==> src/rtl/shift_sequencer.sv <==
// shift_sequencer: multi-step shift/rotate unit with start/busy/done handshake, carry and zero flags
module shift_sequencer #(
  parameter int WIDTH = 8,
  parameter int SHAMT_W = $clog2(WIDTH)
) (
  input  logic               clk,
  input  logic               rst,
  input  logic               start,
  input  logic [2:0]         op,
  input  logic [SHAMT_W-1:0] shamt,
  input  logic [WIDTH-1:0]   data_in,
  input  logic               msb_in,
  input  logic               lsb_in,
  output logic [WIDTH-1:0]   data_out,
  output logic               carry_out,
  output logic               zero,
  output logic               busy,
  output logic               done
);
  localparam logic [1:0] IDLE = 2'd0, RUN = 2'd1, DONE = 2'd2;
  logic [1:0]         state;
  logic [2:0]         op_r;
  logic [SHAMT_W-1:0] cnt;
  logic               msb_r, lsb_r;
  logic [WIDTH-1:0]   step_d;
  logic               step_c;
  always_comb begin
    step_d = data_out;
    case (op_r)
      3'd2: step_d = {msb_r, data_out[WIDTH-1:1]};
      3'd3: step_d = {data_out[WIDTH-2:0], lsb_r};
      3'd4: step_d = {data_out[0], data_out[WIDTH-1:1]};
      3'd5: step_d = {data_out[WIDTH-2:0], data_out[WIDTH-1]};
      3'd6: step_d = {data_out[WIDTH-1], data_out[WIDTH-1:1]};
      3'd7: step_d = {data_out[WIDTH-2:0], 1'b0};
      default: step_d = data_out;
    endcase
    step_c = op_r[0] ? data_out[WIDTH-1] : data_out[0];
  end
  always_ff @(posedge clk) begin
    if (rst) begin
      state     <= IDLE;
      data_out  <= '0;
      carry_out <= 1'b0;
      cnt       <= '0;
      op_r      <= '0;
      msb_r     <= 1'b0;
      lsb_r     <= 1'b0;
    end else begin
      case (state)
        IDLE: if (start) begin
          if (op == 3'd1) begin
            data_out  <= data_in;
            carry_out <= 1'b0;
            state     <= DONE;
          end else if (op == 3'd0 || shamt == '0) begin
            state <= DONE;
          end else begin
            op_r  <= op;
            cnt   <= shamt;
            msb_r <= msb_in;
            lsb_r <= lsb_in;
            state <= RUN;
          end
        end
        RUN: begin
          data_out  <= step_d;
          carry_out <= step_c;
          cnt       <= cnt - 1'b1;
          if (cnt == SHAMT_W'(1)) state <= DONE;
        end
        default: state <= IDLE;
      endcase
    end
  end
  assign zero = data_out == '0;
  assign busy = state != IDLE;
  assign done = state == DONE;
endmodule

==> config.mk <==
export PLATFORM = sky130hd
export DESIGN_NAME = shift_sequencer
export DESIGN_NICKNAME = d
export VERILOG_FILES = /design/src/rtl/shift_sequencer.sv
export SDC_FILE = /design/constraint.sdc
export NUM_CORES = 1
export LEC_CHECK = 0
export CORE_ASPECT_RATIO = 1.25
export CORE_UTILIZATION = 35
export DETAILED_ROUTE_END_ITERATION = 16
export PLACE_DENSITY_LB_ADDON = 0.3
export SYNTH_ARGS = -nofsm -noshare
export SYNTH_HDL_FRONTEND = slang
export SYNTH_SLANG_ARGS = --single-unit
==> constraint.sdc <==
create_clock -name clk -period 1.9 [get_ports clk]
set_clock_uncertainty 0.1 [all_clocks]
set_input_delay 0.285 -clock clk [delete_from_list [all_inputs] [get_ports clk]]
set_output_delay 0.285 -clock clk [all_outputs]
set_load 0.01 [all_outputs]
==> results of run 1 <==
-- cell families (layout without fill, tap and decap cells) --
logic type	after synthesis	after routing	synth area share
simple gates	52	52	0.244
compound gates	36	36	0.254
flops	19	19	0.328
mux	11	11	0.0950
buf+inv	10	53	0.0572
fa+ha+maj	2	2	0.0216
-- critical path: stages, from the launching register on --
cell and delay, ns:
dfxtp_1 0.31, or4_1 0.54, nor2_1 0.11, clkdlybuf4s15_1 0.24
-- routing by layer --
| metal | vias up | GRT usage | wire length (microns) |
|---|---|---|---|
| li1 | 558 | - | - |
| met1 | 507 | 0.211 | 1290 |
| met2 | 30 | 0.317 | 1480 |
| met3 | 2 | 0.0207 | 112 |
| met4 | 0 | 0.0493 | 19 |
| met5 | - | 0 | 0 |
-- metrics by stage --
step | setup WS, ns | hold slack (ns) | util | setup TNS (ns) | total power (W)
2_1_floorplan | 0.468 | 0.300 | - | 0 | 0.000687
3_3_place_gp | 0.0173 | 0.372 | 0.492 | 0 | 0.000850
3_5_place_dp | -0.0321 | 0.397 | 0.492 | -0.0594 | 0.000859
4_1_cts | 0.0267 | 0.414 | 0.505 | 0 | 0.00113
5_1_grt | 0.00590 | 0.440 | 0.506 | 0 | 0.00118
6_report | 0.0658 | 0.410 | 0.506 | 0 | 0.00112
-- sequential cells by signal (all words and copies together) (netlist names) --
signal,count
lsb_r,1
carry_out,1
data_out,8
state,2
msb_r,1
cnt,3
op_r,3
-- cell usage after synthesis, drive strengths merged --
cell     count  share of area
a31oi        2          0.011
o311a        1         0.0086
or2b         3          0.023
nand3b       2          0.013
nand2        4          0.013
buf          5          0.032
o32ai        2          0.022
nand4b       1         0.0076
ha           2          0.022
nand2b       4          0.022
mux2i       11          0.095
nor2b        2          0.011
or2          3          0.016
a211oi       2          0.024
o2111ai      1         0.0076
nor3         2          0.018
nand3        1         0.0043
inv          3         0.0097
a21oi       15          0.078
or3          1         0.0054
dfxtp       19           0.33
a22o         6          0.045
and4bb       1          0.011
nor2        25          0.081
o21ai        3          0.023
and2b        1         0.0065
a32o         2          0.018
a311oi       1         0.0076
clkbuf       2          0.015
o21bai       1         0.0097
or4          2          0.013
-- power by group through the flow --
stage	Sequential [W]	Combinational [W]	Clock [W]
global route	0.000475	0.000410	0.000296
finish	0.000470	0.000376	0.000272
detailed placement	0.000479	0.000380	0
global placement	0.000476	0.000374	0
floorplan	0.000474	0.000213	0
CTS	0.000470	0.000376	0.000282
-- cell type report --
class                           instances  share of cell area
Timing Repair Buffer                   46               0.260
Sequential cell                        19               0.235
Tap cell                               37              0.0287
Inverter                                3             0.00697
Multi-Input combinational cell        101               0.441
Clock buffer                            4              0.0279
-- worst max path at each step --
stage                      from     endpoint  cells after the start
finish              data_out[2]         zero                      3
global route        data_out[2]         zero                      3
CTS                 data_out[2]         zero                      3
detailed placement        op[2]  data_out[0]                      5
global placement          op[2]  data_out[0]                      5
floorplan           data_out[2]         zero                      2
-- what timing repair did --
item	in CTS	in global routing
pin swaps	0	0
gates resized for setup	1	1
endpoints found under the setup margin	1	1
==> metrics, run 1 <==
status complete, no violations; Worst Hold Class flop to flop; Slew @ Worst Pin 0.436 ns; Worst EP arrival 1.45 ns; Leakage 0.664 nW; initial core utilization 0.363; routability cong. 0.835; IO Pins 31; RSZ-0062 raised after global routing no; Worst-path clk slew 0.07 ns; gr ovfl total 0; CP Capture Type output pin; DRC Markers 0; CTS tree built; final WL 2910 microns; Non-Filler Instances 210; Worst-Skew Late Latency 0.25 ns; Comb power frac 0.336; final setup fails 0; ANT nets after route 0; Psw 0.000331 W; register bit count reported by yosys 19; Routed WL per cell 13.9 microns; Int Power 0.000787 W; commonest non-fill, non-tap cell in the layout clkdlybuf4s50_1; Tmin final 1.83 ns; H-tree depth 1; period utilization 0.965; setup bufs post-CTS 0; Die ar. 0.00355 sq mm; Port Buffer Count 30; fin. max-slew vios 0; register area share after synthesis 0.328; reg-to-reg endpoint data_out[7]; Pre-Repair DR Iteration Count 4; power per cell area 692 mW/mm^2; DRT iter0 DRCs 27; CP Max Fanout 2; largest net degree at the start of global routing 13; Syn-to-layout area delta 39.4%; first-pass GRT wire length 4640 microns; area occupied by multi-input gates 712 sq um; hold path endpoint lsb_r; Slew HR 0.709; die width 53.5 microns; placed inst area 0.00157 sq mm; worst path required time 1.51 ns; Register Area 380 sq um; Clk pwr share 0.243; HPWL Detailed 2290 microns; design area 0.00162 sq mm; vias in the first global route 1043; synthesized area 0.00116 sq mm; YS warnings 0; hold_buf cts 0; Crit Reg-Reg Startpoint state[1]; distinct cell type count after synthesis 41; DP Cell Count 206; sequential share of power 0.421; Overall Global Routing Usage 0.176; commonest non-fill, non-tap cells in the layout 29 x clkdlybuf4s50_1, 25 x nor2_1, 19 x dfxtp_1, 16 x buf_4, 13 x a21oi_1; Hold Crit Depth 2; # fillers 302; CTS Buf Count 3; crit start category flop; final hold vios 0; cell row count 23; Syn Nets 151; Net Sw Frac 0.296; syn avg cell area 8.91 sq um; maxcap violations 0; fmax 545 MHz; vias 1097; CTS root buf clkbuf_8; register-to-register setup slack 0.35 ns; clk buf depth 2; Antenna Cells 0; Core Region 0.00319 sq mm; share of cells above drive strength 1 0.179; Setup CP Type flop to output pin; fin nets 195; Reg2Reg Depth 3; Die H 66.3 microns; routed vias/inst 5.22; Post-Syn Instances 130; initial antenna violation count 0; Hold Crit Start lsb_r; VDD IR-drop max 0.000356 V; Clock Sinks 19
Note: power is estimated with default switching activity, not from simulation.
==> run 2: changes to the inputs <==
==> constraint.sdc (replaced) <==
create_clock -name clk -period 1.9 [get_ports clk]
set_clock_uncertainty 0.1 [all_clocks]
set_input_delay 0.285 -clock clk [delete_from_list [all_inputs] [get_ports clk]]
set_output_delay 0.285 -clock clk [all_outputs]
set_load 0.1 [all_outputs]
==> metrics, run 2 (synthesis results as in run 1) <==
DP Cell Count 197 (was 206); Port Buffer Count 30 (unchanged); Final Power 0.00138 W (was 0.00112 W); gr ovfl total 0 (unchanged); reg-to-reg endpoint cnt[2] (was data_out[7]); Hold Crit Depth 2 (unchanged); crit start category flop (unchanged); commonest non-fill, non-tap cell in the layout nor2_1 (was clkdlybuf4s50_1); die width 53.5 microns (unchanged); Clock Sinks 19 (unchanged); fmax 538 MHz (was 545 MHz); top flop regs data_out: 8 flops, cnt: 3 flops, op_r: 3 flops (unchanged); HPWL Detailed 2110 microns (was 2290 microns); initial core utilization 0.363 (unchanged); DRC Markers 0 (unchanged); status complete, no violations (unchanged); commonest non-fill, non-tap cells in the layout 24 x nor2_1, 18 x clkdlybuf4s50_1, 13 x a21oi_1, 13 x dfxtp_1, 11 x mux2i_1 (was 29 x clkdlybuf4s50_1, 25 x nor2_1, 19 x dfxtp_1, 16 x buf_4, 13 x a21oi_1); # fillers 301 (was 302); final hold vios 0 (unchanged); Setup CP Type flop to output pin (unchanged); CP Max Fanout 5 (was 2); final setup fails 0 (unchanged); slowest CP cell or4_4 (was or4_1); ANT nets after route 0 (unchanged); vias 1061 (was 1097); H-tree depth 1 (unchanged); largest net degree at the start of global routing 13 (unchanged); Worst Setup Slack, final 0.0419 ns (was 0.0658 ns); Worst-path clk slew 0.07 ns (about the same); setup TNS 0 ns (unchanged); Largest Register data_out (unchanged); RSZ-0062 raised after global routing no (unchanged); period utilization 0.978 (was 0.965); Slew HR 0.716 (was 0.709); share of cells above drive strength 1 0.274 (was 0.179); worst path required time 1.51 ns (about the same); initial antenna violation count 0 (unchanged); Die ar. 0.00355 sq mm (unchanged); Leakage 0.673 nW (was 0.664 nW); DRT iter0 DRCs 22 (was 27); Pre-Repair DR Iteration Count 4 (unchanged); crit-path cells or4_4, nor2_4, buf_12 (was or4_1, nor2_1, clkdlybuf4s15_1); Worst-Skew Late Latency 0.26 ns (was 0.25 ns); Die H 66.3 microns (unchanged); Routed WL per cell 13.3 microns (was 13.9 microns); maxcap violations 0 (unchanged); clk buf depth 2 (unchanged); first-pass GRT wire length 4570 microns (was 4640 microns); Worst EP arrival 1.47 ns (was 1.45 ns); fin. max-slew vios 0 (unchanged); power per cell area 832 mW/mm^2 (was 692 mW/mm^2); routability cong. 0.792 (was 0.835); CP Capture Type output pin (unchanged); fin nets 186 (was 195); Core Region 0.00319 sq mm (unchanged); register-to-register setup slack 0.31 ns (was 0.35 ns); routed vias/inst 5.28 (was 5.22); hold path endpoint msb_r (was lsb_r); Crit Reg-Reg Startpoint state[1] (unchanged); Slew @ Worst Pin 0.424 ns (was 0.436 ns); CTS Buf Count 3 (unchanged); Syn-to-layout area delta 43.2% (was 39.4%); vias in the first global route 1014 (was 1043); Antenna Cells 0 (unchanged); Reg2Reg Depth 4 (was 3); setup bufs post-CTS 0 (unchanged); VDD IR-drop max 0.000718 V (was 0.000356 V); final WL 2680 microns (was 2910 microns); fin util 0.519 (was 0.506); delay of the slowest critical-path stage 0.55 ns (was 0.54 ns); area occupied by multi-input gates 729 sq um (was 712 sq um); max FFs per register 8 (unchanged); Non-Filler Instances 201 (was 210); Hold Crit Start msb_r (was lsb_r); IO Pins 31 (unchanged); Overall Global Routing Usage 0.175 (was 0.176); CTS root buf clkbuf_8 (unchanged); pre-CTS setup slack -0.0925 ns (was -0.0321 ns); Worst Hold Class flop to flop (unchanged); hold_buf cts 0 (unchanged); cell row count 23 (unchanged); Register Area 390 sq um (was 380 sq um); Tmin final 1.86 ns (was 1.83 ns); CTS tree built (unchanged)
==> run 2: cell count changes in the layout (fill, tap and decap cells not counted), moves of 2 or more <==
cell             before  now
dfxtp_2               0    5
clkdlybuf4s50_1      29   18
dfxtp_1              19   13
or4_4                 0    2
buf_4                16   10
or4_1                 2    0
buf_12                0    9
==> run 2: how the worst max path moves through the flow <==
| stage | from | endpoint | slack [ns] | cells past startpoint |
|---|---|---|---|---|
| after floorplan | data_out[6] | zero | -0.25 | 2 |
| after global placement | op[2] | data_out[0] | -0.05 | 5 |
| after detailed placement | op[2] | data_out[0] | -0.09 | 5 |
| after CTS | data_out[0] | zero | 0.02 | 3 |
| after global routing | data_out[0] | zero | 0.008 | 3 |
| final | data_out[0] | zero | 0.04 | 3 |
==> run 2: power breakdown <==
group | switching (W) | internal [W]
clock | 0.000138 | 0.000146
sequential | 0.0000508 | 0.000436
combinational | 0.000361 | 0.000249
==> run 2: layout make-up <==
type,instances,area share
Timing Repair Buffer,37,0.262
Inverter,3,0.00679
Clock inverter,1,0.00302
Multi-Input combinational cell,101,0.440
Clock buffer,3,0.0249
Tap cell,37,0.0279
Sequential cell,19,0.235
==> run 2: worst max-delay path, delay by kind of cell (launching register included) <==
kind                   cells  cell delay, ns
AND/OR/NAND/NOR            2            0.66
flip-flops                 1            0.37
buffers and inverters      1            0.18
==> run 2: repair_timing <==
item                       in CTS  in global routing
resized for setup               1                  2
gates cloned                    0                  0
setup endpoints to repair       1                  1
pin swaps                       0                  1
==> run 2: through the flow <==
step	hold slack [ns]	area (sq um)
floorplan	0.300	1180
global placement	0.382	1600
detailed placement	0.394	1600
CTS	0.412	1650
global route	0.436	1660
finish	0.399	1660
==> run 2: metal layers <==
layer  share of wire  vias to the layer above  wire length, microns  track usage
met3           0.045                        7                   121       0.0207
met5               0                        -                     0            0
met2            0.48                       31                  1290        0.283
met4           0.023                        0                    62       0.0888
met1            0.45                      484                  1200        0.222
li1                -                      539                     -            -
==> variant: new RTL, config.mk and constraints of run 2 <==
Register the inputs `start`, `op`, `shamt`, `data_in`, `msb_in` and `lsb_in` before use. The logic sees them one clock later.
--- a/src/rtl/shift_sequencer.sv
+++ b/src/rtl/shift_sequencer.sv
@@ -19,4 +19,21 @@
 );
   localparam logic [1:0] IDLE = 2'd0, RUN = 2'd1, DONE = 2'd2;
+
+  logic start_q;
+  logic [2:0] op_q;
+  logic [SHAMT_W-1:0] shamt_q;
+  logic [WIDTH-1:0] data_q;
+  logic msb_q;
+  logic lsb_q;
+
+  always_ff @(posedge clk) begin
+    start_q <= start;
+    op_q    <= op;
+    shamt_q <= shamt;
+    data_q  <= data_in;
+    msb_q   <= msb_in;
+    lsb_q   <= lsb_in;
+  end
+
   logic [1:0]         state;
   logic [2:0]         op_r;
@@ -49,16 +66,16 @@
     end else begin
       case (state)
-        IDLE: if (start) begin
-          if (op == 3'd1) begin
-            data_out  <= data_in;
+        IDLE: if (start_q) begin
+          if (op_q == 3'd1) begin
+            data_out  <= data_q;
             carry_out <= 1'b0;
             state     <= DONE;
-          end else if (op == 3'd0 || shamt == '0) begin
+          end else if (op_q == 3'd0 || shamt_q == '0) begin
             state <= DONE;
           end else begin
-            op_r  <= op;
-            cnt   <= shamt;
-            msb_r <= msb_in;
-            lsb_r <= lsb_in;
+            op_r  <= op_q;
+            cnt   <= shamt_q;
+            msb_r <= msb_q;
+            lsb_r <= lsb_q;
             state <= RUN;
           end
Function: changed (Yosys sat finds a counterexample within 4 cycles, from zero or initial values and one cycle with rst high).
==> variant against run 2 <==
Wire length increased by 14%. Power increased by 47%. Final area increased by 26%. Setup slack improved by 9.8 ps. Combinational power increased by 3%. Synthesized cell count increased by 12%. Sequential cell count increased by 17. Synthesized area increased by 30%. Fmax increased by 0.53%.
==> variant: results (changes against run 2) <==
metric,value,unit,change
wl_met1,1202,um,was 1204 um
p_leak,0.8712,nW,was 0.6734 nW
peakVddDrop,0.0005126,V,was 0.0007180 V
cts_made_buffers,5,,was 3
viasPerCell,4.921,,was 5.279
h-tree-depth,2,,was 1
synthTopCellsByCount,"dfxtp_1, nor2_1, a21oi_1",,"was nor2_1, dfxtp_1, a21oi_1"
dp_hpwl,2382,um,was 2111 um
power.switching,0.0006523,W,was 0.0005489 W
p_per_area,967.6,nW/um^2,was 832.0 nW/um^2
met3_usage,4.639,%,was 2.069%
hold_depth,1,,was 2
routed_wirelength,3056,um,was 2683 um
drive_gt1_share,25.81,%,was 27.44%
grt_usage,16.00,%,was 17.51%
met2_length,1658,um,was 1294 um
critPathMaxFanout,2,,was 5
reg_top3,"data_out: 8 flops, data_q: 8 flops",,"was data_out: 8 flops, cnt: 3 flops, op_r: 3 flops"
routabilityCongestion,0.7694,,was 0.7916
synth-seq-area-share,47.96,%,was 32.83%
grt_util_met1,16.42,%,was 22.22%
wl_met3,136,um,was 121 um
clk_latency,280,ps,was 260 ps
yosysUniqueCellTypes,39,,was 41
grt_first_pass_wirelength,5368,um,was 4574 um
relSlewSlack,73.58,%,was 71.61%
pre_cts_ws,235.5,ps,was -92.51 ps
dpl_cell_area,1964,sq um,was 1603 sq um
status,"finished, final reports clean",,unchanged
[variant: final cells by class]
class	instances	area share [%]
Sequential cell	36	35.04
Multi-Input combinational cell	97	33.79
Timing Repair Buffer	41	22.81
Clock buffer	8	4.299
Tap cell	56	3.343
Inverter	4	0.7164
[variant: what timing repair did]
action / 4_1_cts / 5_1_grt
resized for setup: 6 / 2
endpoints found under the setup margin: 1 / 1
buffers inserted: 1 / 2
pin swaps: 1 / 2
[variant: final timing paths]
path | start | to | slack [ps]
worst max-delay path | data_out[1] | zero | 50
worst min register to register | lsb_q | lsb_r | 370
worst max register to register | shamt_q[1] | cnt[2] | 250
worst min-delay path | op[2] | op_q[2] | 340
[variant: cell families after synthesis]
| kind of cell | after synthesis |
|---|---|
| and+or+nand+nor | 43 |
| AOI/OAI and AO/OA | 38 |
| DFF | 36 |
| muxes | 14 |
| buffers and inverters | 13 |
| adders and majority gates | 2 |
